**src/rtl/irq_ctrl.sv**
```systemverilog
// irq_ctrl: 16-source interrupt controller with per-source synchronizers,
// level/edge pending logic, mask, and a two-state single-cycle-ack bus port.
module irq_ctrl #(
    parameter int SYNC_STAGES = 2
) (
    input  logic        clk,
    input  logic        rst,
    input  logic        stb,
    input  logic        we,
    input  logic [1:0]  addr,
    input  logic [31:0] data_in,
    output logic [31:0] data_out,
    output logic        ack,
    input  logic [15:0] src,
    output logic [15:0] irq
);

    typedef enum logic [0:0] {
        ST_IDLE = 1'b0,
        ST_ACK  = 1'b1
    } bus_state_e;

    localparam logic [1:0] A_PEND   = 2'd0;
    localparam logic [1:0] A_MASK   = 2'd1;
    localparam logic [1:0] A_MODE   = 2'd2;
    localparam logic [1:0] A_ACTIVE = 2'd3;

    // Register read multiplexer shared by the bus capture path.
    function automatic logic [15:0] rd_mux(
        input logic [1:0]  a,
        input logic [15:0] pend,
        input logic [15:0] mask,
        input logic [15:0] mode
    );
        logic [15:0] v;
        case (a)
            A_PEND:   v = pend;
            A_MASK:   v = mask;
            A_MODE:   v = mode;
            A_ACTIVE: v = pend & mask;
            default:  v = 16'h0000;
        endcase
        return v;
    endfunction

    logic [15:0] sync_q [SYNC_STAGES];
    logic [15:0] s_s;
    logic [15:0] s_d_q;
    logic [15:0] pend_q, pend_d;
    logic [15:0] mask_q, mask_d;
    logic [15:0] mode_q, mode_d;
    logic [15:0] irq_q;

    bus_state_e  state_q;
    logic        ack_q;
    logic [31:0] dout_q;
    logic        we_q;
    logic [1:0]  addr_q;
    logic [15:0] wdata_q;

    logic        wr_s;
    logic [15:0] w1c_s, w1s_s, mchg_s, edge_s, edge_pend_s;
    logic        unused_s;

    assign unused_s = ^data_in[31:16];
    assign s_s      = sync_q[SYNC_STAGES-1];
    assign data_out = dout_q;
    assign ack      = ack_q;
    assign irq      = irq_q;

    // Synchronizer chain: each source passes through SYNC_STAGES flops.
    always_ff @(posedge clk or negedge rst) begin
        if (!rst) begin
            for (int k = 0; k < SYNC_STAGES; k++) begin
                sync_q[k] <= 16'h0000;
            end
        end else begin
            sync_q[0] <= src;
            for (int k = 1; k < SYNC_STAGES; k++) begin
                sync_q[k] <= sync_q[k-1];
            end
        end
    end

    // Next-state of PENDING/MASK/MODE; a write commits while leaving ACK.
    always_comb begin
        wr_s        = (state_q == ST_ACK) && we_q;
        w1c_s       = (wr_s && (addr_q == A_PEND))   ? wdata_q : 16'h0000;
        w1s_s       = (wr_s && (addr_q == A_ACTIVE)) ? wdata_q : 16'h0000;
        mchg_s      = (wr_s && (addr_q == A_MODE))   ? (wdata_q ^ mode_q) : 16'h0000;
        edge_s      = s_s & ~s_d_q;
        // Set (edge or W1S) dominates a same-cycle W1C.
        edge_pend_s = edge_s | w1s_s | (pend_q & ~w1c_s);
        // Level bits mirror the synchronized source; a mode flip clears the bit.
        pend_d      = ((mode_q & edge_pend_s) | (~mode_q & s_s)) & ~mchg_s;
        if (wr_s && (addr_q == A_MASK)) begin
            mask_d = wdata_q;
        end else begin
            mask_d = mask_q;
        end
        if (wr_s && (addr_q == A_MODE)) begin
            mode_d = wdata_q;
        end else begin
            mode_d = mode_q;
        end
    end

    // Interrupt state registers and the registered irq output.
    always_ff @(posedge clk or negedge rst) begin
        if (!rst) begin
            s_d_q  <= 16'h0000;
            pend_q <= 16'h0000;
            mask_q <= 16'h0000;
            mode_q <= 16'h0000;
            irq_q  <= 16'h0000;
        end else begin
            s_d_q  <= s_s;
            pend_q <= pend_d;
            mask_q <= mask_d;
            mode_q <= mode_d;
            irq_q  <= pend_q & mask_q;
        end
    end

    // Bus FSM: capture the access on entry to ACK, ack for one cycle, return.
    always_ff @(posedge clk or negedge rst) begin
        if (!rst) begin
            state_q <= ST_IDLE;
            ack_q   <= 1'b0;
            dout_q  <= 32'h0000_0000;
            we_q    <= 1'b0;
            addr_q  <= 2'd0;
            wdata_q <= 16'h0000;
        end else begin
            case (state_q)
                ST_IDLE: begin
                    if (stb) begin
                        state_q <= ST_ACK;
                        ack_q   <= 1'b1;
                        dout_q  <= {16'h0000, rd_mux(addr, pend_q, mask_q, mode_q)};
                        we_q    <= we;
                        addr_q  <= addr;
                        wdata_q <= data_in[15:0];
                    end else begin
                        state_q <= ST_IDLE;
                        ack_q   <= 1'b0;
                        dout_q  <= 32'h0000_0000;
                    end
                end
                ST_ACK: begin
                    state_q <= ST_IDLE;
                    ack_q   <= 1'b0;
                    dout_q  <= 32'h0000_0000;
                end
                default: begin
                    state_q <= ST_IDLE;
                    ack_q   <= 1'b0;
                    dout_q  <= 32'h0000_0000;
                end
            endcase
        end
    end

endmodule

```
**config.mk**
```make
export PLATFORM = sky130hd
export DESIGN_NAME = irq_ctrl
export DESIGN_NICKNAME = d
export VERILOG_FILES = /design/src/rtl/irq_ctrl.sv
export SDC_FILE = /design/constraint.sdc
export NUM_CORES = 1
export LEC_CHECK = 0
export CORE_MARGIN = 2
export CORE_UTILIZATION = 50
export CTS_CLUSTER_DIAMETER = 200
export CTS_CLUSTER_SIZE = 20
export DETAILED_ROUTE_END_ITERATION = 8
export DONT_BUFFER_PORTS = 1
export SLEW_MARGIN = 20
export SYNTH_ARGS = -nofsm -noshare
export SYNTH_HDL_FRONTEND = slang
export SYNTH_SLANG_ARGS = --single-unit
```
**constraint.sdc**
```tcl
create_clock -name clk -period 3.45 [get_ports clk]
set_clock_uncertainty 0.05 [all_clocks]
set_input_delay 0.1725 -clock clk [delete_from_list [all_inputs] [get_ports clk]]
set_output_delay 0.1725 -clock clk [all_outputs]
set_load 0.01 [all_outputs]
```
==> metrics.md <==
| Metric | Value |
|---|---|
| Ys flop type | dfrtp_1 |
| DR WL/cell | about 17 um |
| DR iter-0 viols | between 200 and 300 |
| I/O pin count | between 100 and 150 |
| Clock slew at reported path FFs | 50 ps |
| Max frequency | approximately 520 MHz |
| Yosys reg bits | ~150 |
| CTS tree | done |
| Initial Util | 51.6% |
| Initial antenna violation count | 0 |
| Final Routed Wirelength | about 11000 um |
| Die Width | about 110 um |
| Startpoint types | register |
| Shortest period the worst path allows | 1920 ps |
| Nets | between 500 and 600 |
| Grt total ovfl | 0 |
| Slew Viols, Final | 0 |
| Via density | 5.23 |
| Peak VDD IR | about 0.38 mV |
| Power per Cell Area | between 700 and 800 mW/mm^2 |
| Die area | about 0.012 mm^2 |
| Worst R2R Start | ack |
| Endpoints failing setup | 0 |
| DPL Wire Length | 5990 um |
| Failing checks | negative hold slack |
| RSZ-0062 raised after global routing | false |
| Fin crit share | 55.7% |
| Max clock buf depth | 2 |
| Capturing point of the worst reg2reg path | mode_q[15] |
| Worst Tran Pin Value | about 900 ps |
| HP Class | input pin to async pin |
| Rows | 38 |
| Critical path capture point type | register |
| # hold bufs at CTS | 35 |
| Setup CP Type | register to register |
| Worst skew pair latency | slightly above 400 ps |
| Reg2Reg Depth | 3 |
| Hold WS | -600 ps |
| Post-synthesis sequential area ratio | between 60 and 70% |
| Cts bufs inserted | 17 |
| Proportion of layout cells with a drive suffix above 1 | between 10% and 20% |
| Initial DRT Pass Iterations | 5 |
| Antenna Nets Post-Route | 0 |
| Relative slew slack | slightly below 40% |
| Global-route wire length before repair | between 15000 and 20000 um |
| Synthesized netlist cell count | ~440 |
| H-tree levels | 4 |
| Setup crit start | ack |
| Vias in the first global route | 3280 |
| PortBufs | 0 |
| Max Cap Viol | 0 |
| Worst-path fanout max | 32 |
| DRC viols | 0 |
| Critical Path RT | ~3700 ps |
| Avg Inst Size Synth | around 13 um^2 |
| Post-synth EDFFs | 0 |
| Die height | ~110 um |
| Leakage | 0.00303 uW |
| Fin. Hold Viols | between 100 and 150 |
| Post-Place Cells | 567 |
| Cell Area, Synth | approximately 0.0056 mm^2 |
| Total track usage | about a fifth |
| Asr flop ratio synth | 100% |
| Area Overhead vs Synth | 16.4% |
| # diodes | 0 |
| Routed vias | approximately 3300 |
| Synth warn | 0 |
| Crit path DAT | about 2200 ps |
| Setup TNS | 0 ps |
| CTS root buffer | clkbuf_16 |
| Netlist cell types | 34 |
| Num Clock Sinks | 148 |
| Reg-to-reg slack, setup | about 1500 ps |
| Status | finished with violations |
| Pin count of the biggest net entering global routing | 149 |
| Non-Filler Instances | between 600 and 700 |
| RD Place Congestion | between 0.7 and 0.8 |
| Core area | approximately 0.011 mm^2 |
[timing repair]
item	4_1_cts	5_1_grt
endpoints found under the hold margin	184	148
setup buffers	0	0
gates resized for setup	0	0
[synth_stat cells (6+ instances only)]
master	instances	area share, %
nand2_1	84	5.6
mux2_4	14	3.7
o22ai_1	14	1.6
dfrtp_1	148	66
xnor2_1	16	2.5
buf_2	6	0.53
nor3_1	14	1.2
and2_1	16	1.8
a21oi_1	16	1.4
buf_4	16	2.1
mux2_2	18	3.6
nor2_1	15	1.0
a32o_1	15	2.7
o22a_1	15	2.3
[report_power, final]
part	total (uW)	switching, uW	internal (uW)
registers	2490	382	2110
logic	727	261	465
clock network	1720	639	1080
[placed cells by master (no fill, tap or decap), drive strengths merged]
master | Yosys | layout
nand4b | 1 | 1
and2 | 16 | 16
buf | 29 | 2
xnor2 | 16 | 16
dfrtp | 148 | 148
nor3 | 14 | 14
o21ai | 4 | 4
nor2b | 2 | 2
or2 | 1 | 1
nand2 | 84 | 84
conb | 1 | 16
a21oi | 16 | 16
bufinv | 0 | 1
nor2 | 15 | 15
and4 | 1 | 1
and4bb | 1 | 1
nand3 | 2 | 2
o22a | 15 | 15
inv | 2 | 2
xor2 | 1 | 1
dlygate4sd3 | 0 | 35
a21boi | 1 | 1
clkbuf | 5 | 27
o32a | 1 | 1
o22ai | 14 | 14
clkinv | 1 | 4
a32o | 15 | 15
nand2b | 2 | 2
mux2 | 32 | 32
a211oi | 4 | 4
[worst max path at each step]
stage | to | slack [ps] | cells past startpoint
floorplan | mode_q[10] | 1970 | 5
global placement | mode_q[0] | 1550 | 3
detailed placement | mode_q[15] | 1520 | 3
CTS | mode_q[15] | 1510 | 3
global route | mode_q[0] | 1410 | 3
finish | mode_q[15] | 1530 | 3
[routing by layer]
layer | GRT usage (%) | share of wire, % | vias up
li1 | - | - | 1565
met1 | 23.4 | 44 | 1655
met2 | 31.5 | 51 | 77
met3 | 6.35 | 4.2 | 12
met4 | 6.96 | 1.1 | 0
met5 | 0 | 0 | -
[flip-flops by register name (all words and copies together) (netlist names), 2 cells and up]
signal / count
pend_q: 16
irq: 16
wdata_q: 16
mode_q: 16
addr_q: 2
s_d_q: 16
mask_q: 16
data_out: 16
sync_q: 16
s_s: 16
[cell type report]
class | instances | area, um^2
tap | 140 | 175
clock buffer | 27 | 513
multi-input combinational | 274 | 1760
timing repair buffer | 37 | 365
inverter | 3 | 11.3
fill | 901 | 4360
sequential | 148 | 3700
clock inverter | 4 | 45.0
[stage by stage]
step                      area (um^2)  hold WS [ps]  setup WS (ps)  utilization [%]  power, uW
after floorplan                  5700          -173           1970                -       3060
after global placement           5670          -170           1550             51.8       3170
after detailed placement         5670          -169           1520             51.8       3220
after CTS                        6570          -620           1510             60.1       4990
after global routing             6570          -620           1410             60.1       5190
final                            6570          -600           1530             60.1       4940
[cell families after synthesis]
group	count (synthesis)	synth area share, %
flops	148	65.6
xor+xnor	17	2.64
buf+inv	37	4.28
mux	32	7.31
other cells	1	0.0664
compound gates	70	9.15
simple gates	139	11.0
[critical path, stage by stage (launching register included)]
cell and delay (ps):
dfrtp_1 480, nand3_1 130, or2_2 720, mux2_2 420
(Power assumes the default switching activity.)
